$ cat src/rtl/midi_pkg.sv
// midi_pkg: types and helpers shared by the MIDI merge arbiter.
//   arb_state_e    - message-lock state of the merge arbiter
//   byte_class_e   - data / status / realtime classification of a MIDI byte
//   byte_class()   - classify a byte
//   is_chan_status - true for channel-voice status bytes 8x..Ex
//   status_len()   - number of data bytes that follow a status byte
package midi_pkg;

  typedef enum logic [1:0] {
    ST_IDLE  = 2'd0,
    ST_LOCK  = 2'd1,
    ST_SYSEX = 2'd2
  } arb_state_e;

  typedef enum logic [1:0] {
    BC_DATA     = 2'd0,
    BC_STATUS   = 2'd1,
    BC_REALTIME = 2'd2
  } byte_class_e;

  localparam logic [7:0] SYSEX_START = 8'hF0;

  // F8..FF are realtime and may be slotted between any two bytes.
  function automatic byte_class_e byte_class(input logic [7:0] b);
    if (b[7:3] == 5'b11111) return BC_REALTIME;
    else if (b[7])          return BC_STATUS;
    else                    return BC_DATA;
  endfunction

  function automatic logic is_chan_status(input logic [7:0] b);
    return b[7] && (b[7:4] != 4'hF);
  endfunction

  // Data bytes following a status byte. F0 returns 0 here; the SysEx
  // case is flagged separately because its length is open-ended.
  function automatic logic [1:0] status_len(input logic [7:0] b);
    logic [1:0] n;
    n = 2'd0;
    case (b[7:4])
      4'h8, 4'h9, 4'hA, 4'hB, 4'hE: n = 2'd2;
      4'hC, 4'hD:                   n = 2'd1;
      4'hF: begin
        case (b[3:0])
          4'h1, 4'h3: n = 2'd1;
          4'h2:       n = 2'd2;
          default:    n = 2'd0;
        endcase
      end
      default: n = 2'd0;
    endcase
    return n;
  endfunction

endpackage

$ cat src/rtl/midi_msg_len.sv
// midi_msg_len: combinational status-byte length decoder.
//   stat_i  - status byte being granted
//   cnt_o   - data bytes that complete the message
//   sysex_o - byte opens a System Exclusive message (F0)
module midi_msg_len
  import midi_pkg::*;
(
  input  logic [7:0] stat_i,
  output logic [1:0] cnt_o,
  output logic       sysex_o
);

  assign cnt_o   = status_len(stat_i);
  assign sysex_o = (stat_i == SYSEX_START);

endmodule

$ cat src/rtl/midi_merge_arb.sv
// midi_merge_arb: merges PORTS MIDI receive streams onto one transmitter,
// keeping multi-byte messages (including running status and SysEx) atomic
// while letting realtime bytes cut in.
//   clk, rst   - clock, synchronous active-high reset
//   rxdv       - per-port byte strobe from the receivers
//   rxdata     - per-port byte, port i at [i*8 +: 8]
//   route_mask - per-port enable for this output
//   tx_busy    - transmitter busy
//   txdv       - one-cycle transmit strobe
//   txdata     - byte to send (held until the next grant)
//   txcurport  - source port of txdata (held until the next grant)
//   overrun    - sticky per-port drop flags
//   ovr_clr    - clears all overrun flags
module midi_merge_arb
  import midi_pkg::*;
#(
  parameter int PORTS = 4
) (
  input  logic               clk,
  input  logic               rst,
  input  logic [PORTS-1:0]   rxdv,
  input  logic [PORTS*8-1:0] rxdata,
  input  logic [PORTS-1:0]   route_mask,
  input  logic               tx_busy,
  output logic               txdv,
  output logic [7:0]         txdata,
  output logic [3:0]         txcurport,
  output logic [PORTS-1:0]   overrun,
  input  logic               ovr_clr
);

  // ---------------------------------------------------------------- state
  logic [PORTS-1:0]        pend_q, pend_d;
  logic [PORTS-1:0][7:0]   hold_q, hold_d;
  logic [PORTS-1:0][1:0]   rlen_q, rlen_d;
  logic [PORTS-1:0]        ovr_q, ovr_d;
  arb_state_e              state_q, state_d;
  logic [1:0]              rem_q, rem_d;
  logic [3:0]              owner_q, owner_d;
  logic [3:0]              last_q, last_d;
  logic                    txdv_q;
  logic [7:0]              txdata_q;
  logic [3:0]              txport_q;

  // ------------------------------------------------------ classification
  logic [PORTS-1:0] elig, is_rt;

  always_comb begin
    for (int i = 0; i < PORTS; i++) begin
      is_rt[i] = (byte_class(hold_q[i]) == BC_REALTIME);
    end
    // A masked-out port is invisible even if it still holds a byte.
    elig = pend_q & route_mask;
  end

  // ------------------------------------------------------ realtime pick
  logic       rt_any;
  logic [3:0] rt_idx;

  always_comb begin
    rt_any = 1'b0;
    rt_idx = '0;
    // Descending scan leaves the lowest index selected.
    for (int i = PORTS-1; i >= 0; i--) begin
      if (elig[i] && is_rt[i]) begin
        rt_any = 1'b1;
        rt_idx = 4'(i);
      end
    end
  end

  // -------------------------------------------------- round-robin pick
  // Lowest candidate above last_q wins; otherwise wrap to the lowest overall.
  logic       hi_any, lo_any, rr_any;
  logic [3:0] hi_idx, lo_idx, rr_idx;

  always_comb begin
    hi_any = 1'b0;
    lo_any = 1'b0;
    hi_idx = '0;
    lo_idx = '0;
    for (int i = PORTS-1; i >= 0; i--) begin
      if (elig[i] && !is_rt[i]) begin
        lo_any = 1'b1;
        lo_idx = 4'(i);
        if (4'(i) > last_q) begin
          hi_any = 1'b1;
          hi_idx = 4'(i);
        end
      end
    end
    rr_any = lo_any;
    rr_idx = hi_any ? hi_idx : lo_idx;
  end

  // ------------------------------------------------------- owner status
  logic own_mask, own_elig, owner_drop;

  always_comb begin
    own_mask = 1'b0;
    own_elig = 1'b0;
    for (int i = 0; i < PORTS; i++) begin
      if (owner_q == 4'(i)) begin
        own_mask = route_mask[i];
        own_elig = elig[i] && !is_rt[i];
      end
    end
    // Owner unrouted mid-message: abandon the message.
    owner_drop = (state_q != ST_IDLE) && !own_mask;
  end

  // --------------------------------------------------------------- grant
  logic       issue_ok, nrt_any, gnt_vld, gnt_rt;
  logic [3:0] nrt_idx, gnt_idx;
  logic [7:0] gnt_byte;
  logic [1:0] gnt_rlen;

  always_comb begin
    // txdv_q covers the cycle before tx_busy rises.
    issue_ok = !tx_busy && !txdv_q;
    nrt_any  = (state_q == ST_IDLE) ? rr_any : own_elig;
    nrt_idx  = (state_q == ST_IDLE) ? rr_idx : owner_q;
    gnt_rt   = rt_any;
    gnt_vld  = issue_ok && (rt_any || nrt_any);
    gnt_idx  = rt_any ? rt_idx : nrt_idx;
    gnt_byte = '0;
    gnt_rlen = '0;
    for (int i = 0; i < PORTS; i++) begin
      if (gnt_idx == 4'(i)) begin
        gnt_byte = hold_q[i];
        gnt_rlen = rlen_q[i];
      end
    end
  end

  logic [1:0] len_cnt;
  logic       len_sx;

  midi_msg_len u_len (
    .stat_i  (gnt_byte),
    .cnt_o   (len_cnt),
    .sysex_o (len_sx)
  );

  // ------------------------------------------------ message state machine
  always_comb begin
    state_d = state_q;
    rem_d   = rem_q;
    owner_d = owner_q;
    last_d  = last_q;
    rlen_d  = rlen_q;

    if (owner_drop) begin
      state_d = ST_IDLE;
      rem_d   = '0;
    end

    // Realtime grants never touch message state.
    if (gnt_vld && !gnt_rt) begin
      last_d = gnt_idx;
      if (gnt_byte[7]) begin
        // Any status byte (from IDLE or an owner aborting) starts fresh.
        owner_d = gnt_idx;
        if (len_sx) begin
          state_d = ST_SYSEX;
          rem_d   = '0;
        end else if (len_cnt != 2'd0) begin
          state_d = ST_LOCK;
          rem_d   = len_cnt;
        end else begin
          state_d = ST_IDLE;
          rem_d   = '0;
        end
        for (int i = 0; i < PORTS; i++) begin
          if (gnt_idx == 4'(i)) rlen_d[i] = is_chan_status(gnt_byte) ? len_cnt : 2'd0;
        end
      end else begin
        case (state_q)
          ST_IDLE: begin
            // Running status: this data byte is the first of a new message.
            owner_d = gnt_idx;
            if (gnt_rlen > 2'd1) begin
              state_d = ST_LOCK;
              rem_d   = gnt_rlen - 2'd1;
            end
          end
          ST_LOCK: begin
            rem_d = rem_q - 2'd1;
            if (rem_q == 2'd1) state_d = ST_IDLE;
          end
          default: ;
        endcase
      end
    end
  end

  // ------------------------------------------------- holding registers
  always_comb begin
    pend_d = pend_q;
    hold_d = hold_q;
    ovr_d  = ovr_q;
    for (int i = 0; i < PORTS; i++) begin
      logic acc, hit, drop_hit;
      acc      = rxdv[i] && route_mask[i];
      hit      = gnt_vld && (gnt_idx == 4'(i));
      drop_hit = owner_drop && (owner_q == 4'(i));
      // A byte landing on the edge its predecessor is granted fits.
      if (acc && (!pend_q[i] || hit)) begin
        pend_d[i] = 1'b1;
        hold_d[i] = rxdata[i*8 +: 8];
      end else if (hit || drop_hit) begin
        pend_d[i] = 1'b0;
      end
      if (acc && pend_q[i] && !hit) ovr_d[i] = 1'b1;
      else if (ovr_clr)             ovr_d[i] = 1'b0;
    end
  end

  // ---------------------------------------------------------- registers
  always_ff @(posedge clk) begin
    if (rst) begin
      pend_q   <= '0;
      hold_q   <= '0;
      rlen_q   <= '0;
      ovr_q    <= '0;
      state_q  <= ST_IDLE;
      rem_q    <= '0;
      owner_q  <= '0;
      last_q   <= 4'(PORTS-1);
      txdv_q   <= 1'b0;
      txdata_q <= '0;
      txport_q <= '0;
    end else begin
      pend_q  <= pend_d;
      hold_q  <= hold_d;
      rlen_q  <= rlen_d;
      ovr_q   <= ovr_d;
      state_q <= state_d;
      rem_q   <= rem_d;
      owner_q <= owner_d;
      last_q  <= last_d;
      txdv_q  <= gnt_vld;
      if (gnt_vld) begin
        txdata_q <= gnt_byte;
        txport_q <= gnt_idx;
      end
    end
  end

  assign txdv      = txdv_q;
  assign txdata    = txdata_q;
  assign txcurport = txport_q;
  assign overrun   = ovr_q;

endmodule

$ cat config.mk
export PLATFORM = sky130hd
export DESIGN_NAME = midi_merge_arb
export DESIGN_NICKNAME = d
export VERILOG_FILES = /design/src/rtl/midi_pkg.sv /design/src/rtl/midi_msg_len.sv /design/src/rtl/midi_merge_arb.sv
export SDC_FILE = /design/constraint.sdc
export NUM_CORES = 1
export LEC_CHECK = 0
export ABC_AREA = 1
export CAP_MARGIN = 10
export CORE_MARGIN = 2
export CORE_UTILIZATION = 25
export DETAILED_ROUTE_END_ITERATION = 7
export PLACE_DENSITY_LB_ADDON = 0.08
export SLEW_MARGIN = 40
export SYNTH_ARGS = -nofsm -noshare
export SYNTH_HDL_FRONTEND = slang
export SYNTH_HIERARCHICAL = 1
export SYNTH_SLANG_ARGS = --single-unit
$ cat constraint.sdc
create_clock -name clk -period 2.4 [get_ports clk]
set_input_delay 0.36 -clock clk [delete_from_list [all_inputs] [get_ports clk]]
set_output_delay 0.36 -clock clk [all_outputs]
set_load 0.05 [all_outputs]
# Yosys cells after proc, flatten, opt, wreduce, memory -nomap -nowiden

Cells that the tools add are included.

Bitwise operators: 1
$add $sub $neg: 2
Reduce and logical (&&, ||, !) cells: 84
Multiplexer cells: 93
Eq/ne operators: 29
Order comparisons: 5

Operators by type and width:

| kind               | number |
|---|---|
| $mux 4             | 17 |
| $mux 2             | 25 |
| $mux 1             | 43 |
| $logic_and 1x1->1  | 37 |
| $eq 4x4->1 const B | 8 |
| $mux 8             | 4 |
| $eq 4x2->1 const B | 6 |
| $reduce_bool 2->1  | 11 |
| $eq 5x5->1 const B | 4 |
| $logic_not 1->1    | 16 |
| $eq 4x1->1 const B | 3 |
| $pmux 2 s2         | 3 |
| $reduce_and 3->1   | 4 |
| $logic_or 1x1->1   | 9 |
| $eq 2x2->1 const B | 4 |
| $eq 8x8->1 const B | 1 |
| $gt 1x4->1 const A | 2 |
| $gt 2x4->1 const A | 2 |
| $logic_not 4->1    | 2 |
| $pmux 2 s3         | 1 |
| $reduce_or 5->1    | 1 |
| $and 4x4->4        | 1 |
| $eq 2x1->1 const B | 2 |
| $ne 4x4->1 const B | 1 |
| 5 further kinds    | 7 |

Flip-flop bits (word level): 73
Word-level logic and storage cells: 237
Input port bits: 44
Output and inout port bits: 17

# Longest topological paths before layout

Gate-level depths: netlist of run 1.

Depth in word-level cells: 29
Mapped depth: 26
Gate-level depth less buffers: 26

# Hierarchy

The synthesis of run 1 kept the hierarchy.

By module, submodules not included:

| module         | seq. area each (um^2) | times used | cells each | area an instance (um^2) |
|---|---|---|---|---|
| midi_merge_arb | 1461.4                | 1          | 527        | 3595.9 |
| midi_msg_len   | 0.0                   | 1          | 26         | 113.9 |

# Worst setup path before layout of run 1

No wires, ideal clock.

Path type: input-to-reg
From: in route_mask[2]
To: reg state_q[0]
Path buffers: 0
Stages on the path: 20
Setup slack: -0.091 ns
Required time: 2.273 ns
Data arrival time: 2.364 ns
Path through: nand2_1 > inv_2 > nand4_1 > nand2_2 > nor2_4 > inv_2 > a21oi_2 > nand2_1 > nand2_4 > nor2_4 > inv_1 > o22ai_1 > a221oi_1 > inv_1 > nor2_1 > nand3_1 > nor2b_2 > nor2_1 > a21oi_1 > a31oi_1

Elaborated cells between the ends (all ways): 78
Those cells by class: order compare: 1; eq/ne: 15; mux: 48; bitwise: 1; reduce/logical: 13

RTL lines:

| item                                    | line                  | RTL |
|---|---|---|
| start, declared                         | midi_merge_arb.sv:23  | `input logic [PORTS-1:0] route_mask,` |
| $and 4x4->4 *                           | midi_merge_arb.sv:53  | `elig = pend_q & route_mask;` |
| $logic_and 1x1->1                       | midi_merge_arb.sv:83  | `if (elig[i] && !is_rt[i]) begin` |
| $mux 4 / $mux 1 (equally long branches) | midi_merge_arb.sv:83  |  |
| $mux 4 / $mux 1 (equally long branches) | midi_merge_arb.sv:86  | `if (4'(i) > last_q) begin` |
| $mux 4 / $mux 1 (equally long branches) | midi_merge_arb.sv:83  |  |
| $mux 4 / $mux 1 (equally long branches) | midi_merge_arb.sv:86  |  |
| $mux 4 / $mux 1 (equally long branches) | midi_merge_arb.sv:83  |  |
| $mux 4                                  | midi_merge_arb.sv:93  | `rr_idx = hi_any ? hi_idx : lo_idx;` |
| [3 not listed]                          | -                     |  |
| $mux 8 (3 in a row)                     | midi_merge_arb.sv:129 | `if (gnt_idx == 4'(i)) begin` |
| $mux 8 *                                | midi_merge_arb.sv:129 |  |
| named net gnt_byte[0]                   | midi_merge_arb.sv:115 | `logic [7:0] gnt_byte;` |
| $eq 8x8->1 *                            | midi_msg_len.sv:14    | `assign sysex_o = (stat_i == SYSEX_START);` |
| named net len_sx                        | midi_merge_arb.sv:137 | `logic len_sx;` |
| $mux 2 *                                | midi_merge_arb.sv:164 | `if (len_sx) begin` |
| $mux 2 *                                | midi_merge_arb.sv:161 | `if (gnt_byte[7]) begin` |
| $mux 2 *                                | midi_merge_arb.sv:159 | `if (gnt_vld && !gnt_rt) begin` |
| end signal, assigned                    | midi_merge_arb.sv:238 | `state_q <= state_d;` |
| end, declared                           | midi_merge_arb.sv:37  | `arb_state_e state_q, state_d;` |

The timed path passes the listed nets; every way through them passes the cells marked *.
A chain may end at the register's enable or synchronous reset.

# Final worst setup path of run 1

From: reg pend_q[1]
To: reg state_q[0]

Elaborated cells between the ends (all ways): 65
Those cells by class: order compare: 1; eq/ne: 15; mux: 37; bitwise: 1; reduce/logical: 11

RTL lines:

| item                                    | line                  | RTL |
|---|---|---|
| start, declared                         | midi_merge_arb.sv:33  | `logic [PORTS-1:0] pend_q, pend_d;` |
| start signal, assigned                  | midi_merge_arb.sv:234 | `pend_q <= pend_d;` |
| $and 4x4->4 *                           | midi_merge_arb.sv:53  |  |
| $logic_and 1x1->1                       | midi_merge_arb.sv:83  |  |
| $mux 4 / $mux 1 (equally long branches) | midi_merge_arb.sv:83  |  |
| $mux 4 / $mux 1 (equally long branches) | midi_merge_arb.sv:86  |  |
| $mux 4 / $mux 1 (equally long branches) | midi_merge_arb.sv:83  |  |
| $mux 4                                  | midi_merge_arb.sv:93  |  |
| $mux 4                                  | midi_merge_arb.sv:122 | `nrt_idx = (state_q == ST_IDLE) ? rr_idx : owner_q;` |
| $mux 4 *                                | midi_merge_arb.sv:125 | `gnt_idx = rt_any ? rt_idx : nrt_idx;` |
| $logic_not 4->1                         | midi_merge_arb.sv:129 |  |
| $mux 8 (3 in a row)                     | midi_merge_arb.sv:129 |  |
| $mux 8 *                                | midi_merge_arb.sv:129 |  |
| named net gnt_byte[0]                   | midi_merge_arb.sv:115 |  |
| $eq 8x8->1 *                            | midi_msg_len.sv:14    |  |
| named net len_sx                        | midi_merge_arb.sv:137 |  |
| $mux 2 *                                | midi_merge_arb.sv:164 |  |
| $mux 2 *                                | midi_merge_arb.sv:161 |  |
| $mux 2 *                                | midi_merge_arb.sv:159 |  |

Marks and branches as above.

==> flow_metrics.tcl, run 1 <==
set metrics [dict create \
    status "finished with violations" \
    violations "negative setup slack" \
    worst_skew_pair.late_latency_ns 0.35 \
    combPwrFrac_pct 36.8 \
    swShare_pct 34.0 \
    wl_mm 13.4 \
    antenna_left 0 \
    r2r_slack_ns -0.30 \
    fill_cells 1535 \
    synth_cell_types 36 \
    die_x_um 126 \
    cp_cell_sequence "nand2_4 -> inv_1 -> nand2_1 -> nand2_2 -> nor2_4 -> inv_2 -> a21oi_4 -> nand2_2 -> nand2_4 -> nor2_4 -> buf_6 -> a221oi_2 -> buf_4 -> inv_2 -> nor2_2 -> nand3_1 -> nor2b_4 -> nor2_2 -> a21oi_2 -> a31oi_1" \
    drive_gt1_share_pct 44.5 \
    fmax_mhz 370 \
    track_usage_pct 17.1 \
    finalHoldViolCount 0 \
    fin_skew_ns 0.00638 \
    path_clk_slew_ns 0.06 \
    setup_tns_ns -13.68 \
    register_area_um2 1490 \
    syn_area_um2 3710 \
    cellLeakagePower_nw 2.94 \
    grt_pass1_wl_mm 21.2 \
    syn_area_per_cell_um2 6.71 \
    ys_seq_area_share_pct 39.4 \
    period_needed_ns 2.70 \
    hold_class "register to register" \
    slowest_delay_ns 0.36 \
    tritoncts "yes" \
    startpoint_type "register" \
    h-tree-depth 3 \
    netSwitchingPower_mw 1.41 \
    worstPathArrival_ns 2.94 \
    final_area_um2 6670 \
    path_class "register to register" \
    seqPwrFrac_pct 32.8 \
    worstMarginPinSlew_ns 0.650 \
    cts_sinks 73 \
    synth_edf_count 0 \
    antenna_found_initial 0 \
    synthesis.nets 598 \
    cts_max_path_buffers 2 \
    place_hpwl_mm 9.33 \
    p_clk_share_pct 30.4 \
    start_util_pct 25.5 \
    synthToLayoutAreaGrowth_pct 79.9 \
    slew_headroom_pct 56.7 \
    cap_violations 0 \
    diodes 0 \
    ctsRootBufferMaster "clkbuf_16" \
    ys_warn_count 6 \
    layout.nets 793 \
    routedWlPerCell_um 14.3 \
    critPathCaptureType "register" \
    synth_flop_cell "dfxtp_1" \
    ir_drop_v 0.000366 \
    holdWs_ns 0.438 \
    worst_slack_ns -0.304 \
    crit_family "simple AND/OR/NAND/NOR gates" \
    final_max_slew_viol_count 0 \
    grt_pass1_vias 4224 \
    multiInputGateArea_um2 2480 \
    grt_start_max_net_pins 56 \
    fin_crit_sh_pct 113 \
    cpMaxStageDelayCell "dfxtp_1" \
    critPathBufInv 5 \
    ys_ff_latch 73 \
    num_vias 4231 \
    powerDensity_nw_per_um2 623 \
    std_cell_rows 44 \
    dpl_cell_area_um2 5250 \
    async_reset_ff_share_pct 0 \
    core-area_um2 14500 \
    pin_count 61 \
    rsz0062_at_grt "yes" \
    place_congestion 0.828 \
    numPortBuffers 60 \
    cp_max_fo 6 \
    syn_inst 553 \
    dr.first_iter.drc_count 149 \
    viasPerCell 4.52 \
    grt_overflow 0 \
    die_area_um2 15800 \
    drt-pass1-iter-count 4 \
    cts_buffers 9 \
    cellInternalPower_mw 2.74 \
    die_h_um 126 \
    required_ns 2.63 \
    drc 0 \
    setup_viol 67 \
]
[tightest hold or removal path: cells and delay by family (launching register included)]
family	cells	cell delay, ns
flops	1	0.31
simple gates	2	0.09
[flip-flops by register name, summed over array words and instances, names as in the netlist]
name,cells
owner_q,4
rlen_q,8
txdv,1
txcurport,4
pend_q,4
txdata,8
hold_q,32
last_q,4
overrun,4
state_q,2
rem_q,2
[layout make-up]
cell class,instances,area share [%]
multi-input cells,381,37.2
flip-flops and latches,73,22.3
clock buffers,10,3.43
well taps,184,3.45
clock inverters,6,0.638
repair buffers,199,27.9
inverters,84,5.06
[path summary, 6_finish.rpt]
path	cells past startpoint	end	start
max reg2reg	20	state_q[0]	pend_q[1]
min reg2reg	2	txcurport[2]	txcurport[2]
max	20	state_q[0]	pend_q[1]
min	2	txcurport[2]	txcurport[2]
[cells in the mapped netlist, types with 2 or more instances]
cell type	instances	share of area, %
a21oi_1	47	6.3
a21oi_2	2	0.47
a221oi_1	5	1.2
buf_2	5	0.67
clkbuf_1	8	0.81
dfxtp_1	73	39
inv_1	76	7.7
inv_2	8	0.81
nand2_1	107	11
nand2_2	6	1.0
nand2_4	3	0.91
nand3_1	27	3.6
nand3_2	3	0.81
nand4_1	3	0.51
nor2_1	79	8.0
nor2_2	5	0.84
nor2_4	5	1.5
nor3_1	4	0.54
o21ai_0	58	7.8
o21ai_1	5	0.67
o21ai_2	2	0.47
o21bai_1	2	0.40
o22ai_1	7	1.2
[cell usage in the layout (no fill, tap or decap), types with 4 or more instances in the layout]
| cell type | n |
|---|---|
| dlygate4sd2_1 | 4 |
| nor2_4 | 18 |
| nand3_1 | 18 |
| o21ai_1 | 15 |
| o21ai_2 | 15 |
| buf_6 | 28 |
| nand2_2 | 25 |
| buf_8 | 4 |
| dfxtp_2 | 18 |
| nand3_2 | 10 |
| dfxtp_1 | 54 |
| a21oi_2 | 19 |
| inv_1 | 57 |
| o22ai_1 | 5 |
| clkdlybuf4s50_1 | 56 |
| inv_2 | 20 |
| nor2_1 | 61 |
| nand2_1 | 72 |
| buf_4 | 102 |
| nor2_2 | 10 |
| inv_4 | 6 |
| o21ai_0 | 33 |
| clkbuf_16 | 9 |
| a21oi_1 | 29 |
| nand2_4 | 16 |
[per-stage QoR]
step | cells | setup slack, ns | utilization [%] | power, mW
after floorplan | 553 | -0.00625 | - | 1.96
after global placement | 869 | -0.980 | 36.1 | 2.47
after detailed placement | 869 | -1.03 | 36.1 | 2.48
after CTS | 924 | -0.286 | 43.7 | 4.08
after global routing | 937 | -0.518 | 45.9 | 4.37
final | 937 | -0.304 | 45.9 | 4.16
[cell families (layout without fill, tap and decap cells)]
logic type	Yosys count	after routing	synth area share [%]
AO/OA/AOI/OAI	134	134	20.2
adder cells (fa/ha/maj)	1	1	0.337
buffers and inverters	99	299	10.4
flip-flops	73	73	39.4
AND/OR/NAND/NOR	246	246	29.6
[power by group through the flow]
stage,registers [mW],logic [mW],clock network [mW]
2_1_floorplan,1.44,0.519,0
3_3_place_gp,1.38,1.10,0
3_5_place_dp,1.38,1.10,0
4_1_cts,1.36,1.41,1.31
5_1_grt,1.37,1.65,1.35
6_report,1.36,1.53,1.26
[routing by layer]
| layer | vias up | GRT usage [%] | part of all wire [%] |
|---|---|---|---|
| met4 | 0 | 4.98 | 1.3 |
| met1 | 1969 | 22.1 | 46 |
| met2 | 73 | 29.0 | 50 |
| li1 | 2178 | - | - |
| met3 | 11 | 3.57 | 3.0 |
| met5 | - | 0 | 0 |
[timing repair]
| action | CTS | global route |
|---|---|---|
| resized for setup | 159 | 70 |
| pin swaps | 55 | 46 |
| endpoints found under the setup margin | 57 | 72 |
| gates cloned | 3 | 0 |
| hold buffers | 0 | 0 |
| buffers inserted | 37 | 13 |
No activity file was read; power rests on OpenSTA's default activity.
==> run 2, diff against run 1 <==
--- a/config.mk
+++ b/config.mk
@@ -5,7 +5,6 @@
 export SDC_FILE = /design/constraint.sdc
 export NUM_CORES = 1
 export LEC_CHECK = 0
-export ABC_AREA = 1
 export CAP_MARGIN = 10
 export CORE_MARGIN = 2
 export CORE_UTILIZATION = 25
==> run 2 against run 1 <==
The flow still finishes with violations (negative setup slack). Global-route usage fell by 0.20 points. Critical path depth shrank 5. Sequential power down 4%. Combinational power fell by 42%. Critical path type unchanged. Critical endpoint is now rem_q[0].
==> flow_metrics.tcl, run 2 <==
set metrics [dict create \
    worstHoldStart "rst" \
    finalHoldViolCount 0 \
    register_area_um2 1480 \
    largest_register_ffs 32 \
    startpoint_type "register" \
    cts_buffers 9 \
    track_usage_pct 16.9 \
    viasPerCell 4.86 \
    std_cell_rows 44 \
    antenna_left 0 \
    num_vias 3944 \
    drive_gt1_share_pct 42.4 \
    place_hpwl_mm 9.88 \
    place_congestion 0.877 \
    synth_edf_count 0 \
    cp_max_fo 5 \
    ys_seq_area_share_pct 39.4 \
    synth_cell_types 59 \
    diodes 0 \
    antenna_found_initial 0 \
    worstPathArrival_ns 3.47 \
    fmax_mhz 313 \
    grt_pass1_wl_mm 21.0 \
    worstMarginPinSlew_ns 0.605 \
    die_x_um 126 \
    r2r-start "hold_q[23]" \
    status "finished with violations" \
    powerDensity_nw_per_um2 532 \
    pin_count 61 \
    regMostFlops "hold_q" \
    synth.area.top_cells "dfxtp_1 (39%), mux2i_1 (11%), nand2_1 (5.0%), a21oi_1 (4.9%), nor2_1 (3.9%)" \
    dpl_cell_area_um2 5400 \
    worst_slack_ns -0.791 \
    drc 0 \
    syn_inst 431 \
    die_area_um2 15800 \
    slew_headroom_pct 59.6 \
    dr.first_iter.drc_count 203 \
    fin_crit_sh_pct 133 \
    ir_drop_v 0.000401 \
    synth_top_area_share_pct 39.4 \
    cp_cell_sequence "and4_4 -> nand4_1 -> and4_4 -> a32oi_2 -> o41a_1 -> buf_12 -> mux2i_1 -> mux2i_1 -> and2_1 -> nor3b_2 -> nand2_1 -> a21oi_4 -> a21oi_1 -> a211o_1 -> a31oi_1" \
    violations "negative setup slack" \
    slowest_delay_ns 0.32 \
    layout_common_cells "buf_4 (103), dfxtp_1 (59), clkdlybuf4s50_1 (55), nor2_1 (38), nand2_1 (34)" \
    required_ns 2.68 \
    worst_skew_pair.late_latency_ns 0.35 \
    setup_tns_ns -27.13 \
    fin_skew_ns 0.00767 \
    multiInputGateArea_um2 2580 \
    syn_area_per_cell_um2 8.60 \
    min_path_cells 3 \
    wl_mm 13.5 \
    min_to "txdata[7]" \
    syn_area_um2 3710 \
    core-area_um2 14500 \
    reg2reg_depth 15 \
    final_common_cell "buf_4" \
    ys_warn_count 6 \
    path_clk_slew_ns 0.06 \
    r2r_end "rem_q[0]" \
    critPathCaptureType "register" \
    layout.nets 667 \
    grt_pass1_vias 3968 \
    cts_max_path_buffers 2 \
    routedWlPerCell_um 16.6 \
    die_h_um 126 \
    r2r_slack_ns -0.79 \
    path_class "register to register" \
    synth_common_cells "dfxtp_1 (73), nand2_1 (49), mux2i_1 (40)" \
    rsz0062_at_grt "yes" \
    tritoncts "yes" \
    synth.most_common_cell "dfxtp_1" \
    synth.largest_area_cell "dfxtp_1" \
    drt-pass1-iter-count 5 \
    power_mw 3.46 \
    cap_violations 0 \
    cts_sinks 73 \
    ctsRootBufferMaster "clkbuf_16" \
    grt_start_max_net_pins 50 \
    start_util_pct 25.5 \
    cpMaxStageDelayCell "dfxtp_2" \
    cellLeakagePower_nw 2.82 \
    hold_class "input port to register" \
    setup_viol 62 \
    async_reset_ff_share_pct 0 \
    pre_cts_slack_ns -1.21 \
    h-tree-depth 3 \
    synthesis.nets 476 \
    ys_ff_latch 73 \
    fill_cells 1449 \
    period_needed_ns 3.19 \
    synth_flop_cell "dfxtp_1" \
    grt_overflow 0 \
    final_max_slew_viol_count 0 \
    synthToLayoutAreaGrowth_pct 75.5 \
    numPortBuffers 60 \
    final_area_um2 6510 \
    final_util_pct 44.8 \
]
[run 2: changes by cell type in the layout (fill, tap and decap cells not counted), moves of 10 or more]
cell     previous run  this run
inv_2              20         1
o21ai_2            15         3
and3_1              0        11
inv_1              57        11
o21ai_0            33         6
nand3_1            18         8
nand2_2            25         8
nor2_4             18         0
nor2_1             61        38
mux2i_1             0        32
nand2_1            72        34
[run 2: repair_timing]
action / 4_1_cts / 5_1_grt
pin swaps: 18 / 43
cloned: 2 / 1
buffers inserted: 9 / 20
gates resized for setup: 65 / 100
hold buffers: 0 / 0
setup endpoints to repair: 68 / 67
[run 2: worst max path at each step]
stage             startpoint  endpoint
5_1_grt            hold_q[7]  rem_q[0]
6_report          hold_q[23]  rem_q[0]
3_3_place_gp   route_mask[1]  rem_q[0]
2_1_floorplan     hold_q[12]  rem_q[0]
3_5_place_dp   route_mask[1]  rem_q[0]
4_1_cts            hold_q[7]  rem_q[0]
[run 2: cell families (layout without fill, tap and decap cells)]
group / count (synthesis) / count (layout) / share of synthesized area [%]
flip-flops: 73 / 73 / 39.4
buffers and inverters: 34 / 230 / 4.02
AND/OR/NAND/NOR: 160 / 160 / 22.2
multiplexers: 45 / 45 / 12.6
AO/OA/AOI/OAI: 118 / 118 / 21.4
adder cells (fa/ha/maj): 1 / 1 / 0.337
[run 2: critical path: cells and delay by family (launching register included)]
kind | cells | cell delay [ns]
flip-flops | 1 | 0.32
AO/OA/AOI/OAI | 6 | 1.10
buffers and inverters | 1 | 0.15
multiplexers | 2 | 0.34
AND/OR/NAND/NOR | 6 | 1.21
[run 2: area by class of cell]
cell class | count | share of cell area, %
clock buffer | 10 | 3.67
clock inverter | 6 | 0.635
multi-input combinational | 324 | 39.7
sequential | 73 | 22.7
inverter | 12 | 0.692
tap | 184 | 3.54
timing repair buffer | 202 | 29.0
[run 2: power breakdown]
part / internal, mW / switching, mW / total, mW / leakage, nW
Combinational: 0.471 / 0.421 / 0.893 / 2.09
Clock: 0.727 / 0.543 / 1.27 / 0.131
Sequential: 1.26 / 0.0328 / 1.30 / 0.600
Total: 2.46 / 0.998 / 3.46 / 2.82
[run 2: metal layers]
layer	wire length [um]	global-route usage (%)
met4	276	6.66
met2	6330	27.3
met1	6400	22.1
met5	0	0
met3	466	3.87
[run 2: stage by stage]
stage | hold slack [ns] | std cells
2_1_floorplan | 0.453 | 431
3_3_place_gp | 0.449 | 770
3_5_place_dp | 0.451 | 770
4_1_cts | 0.437 | 796
5_1_grt | 0.469 | 811
6_report | 0.457 | 811
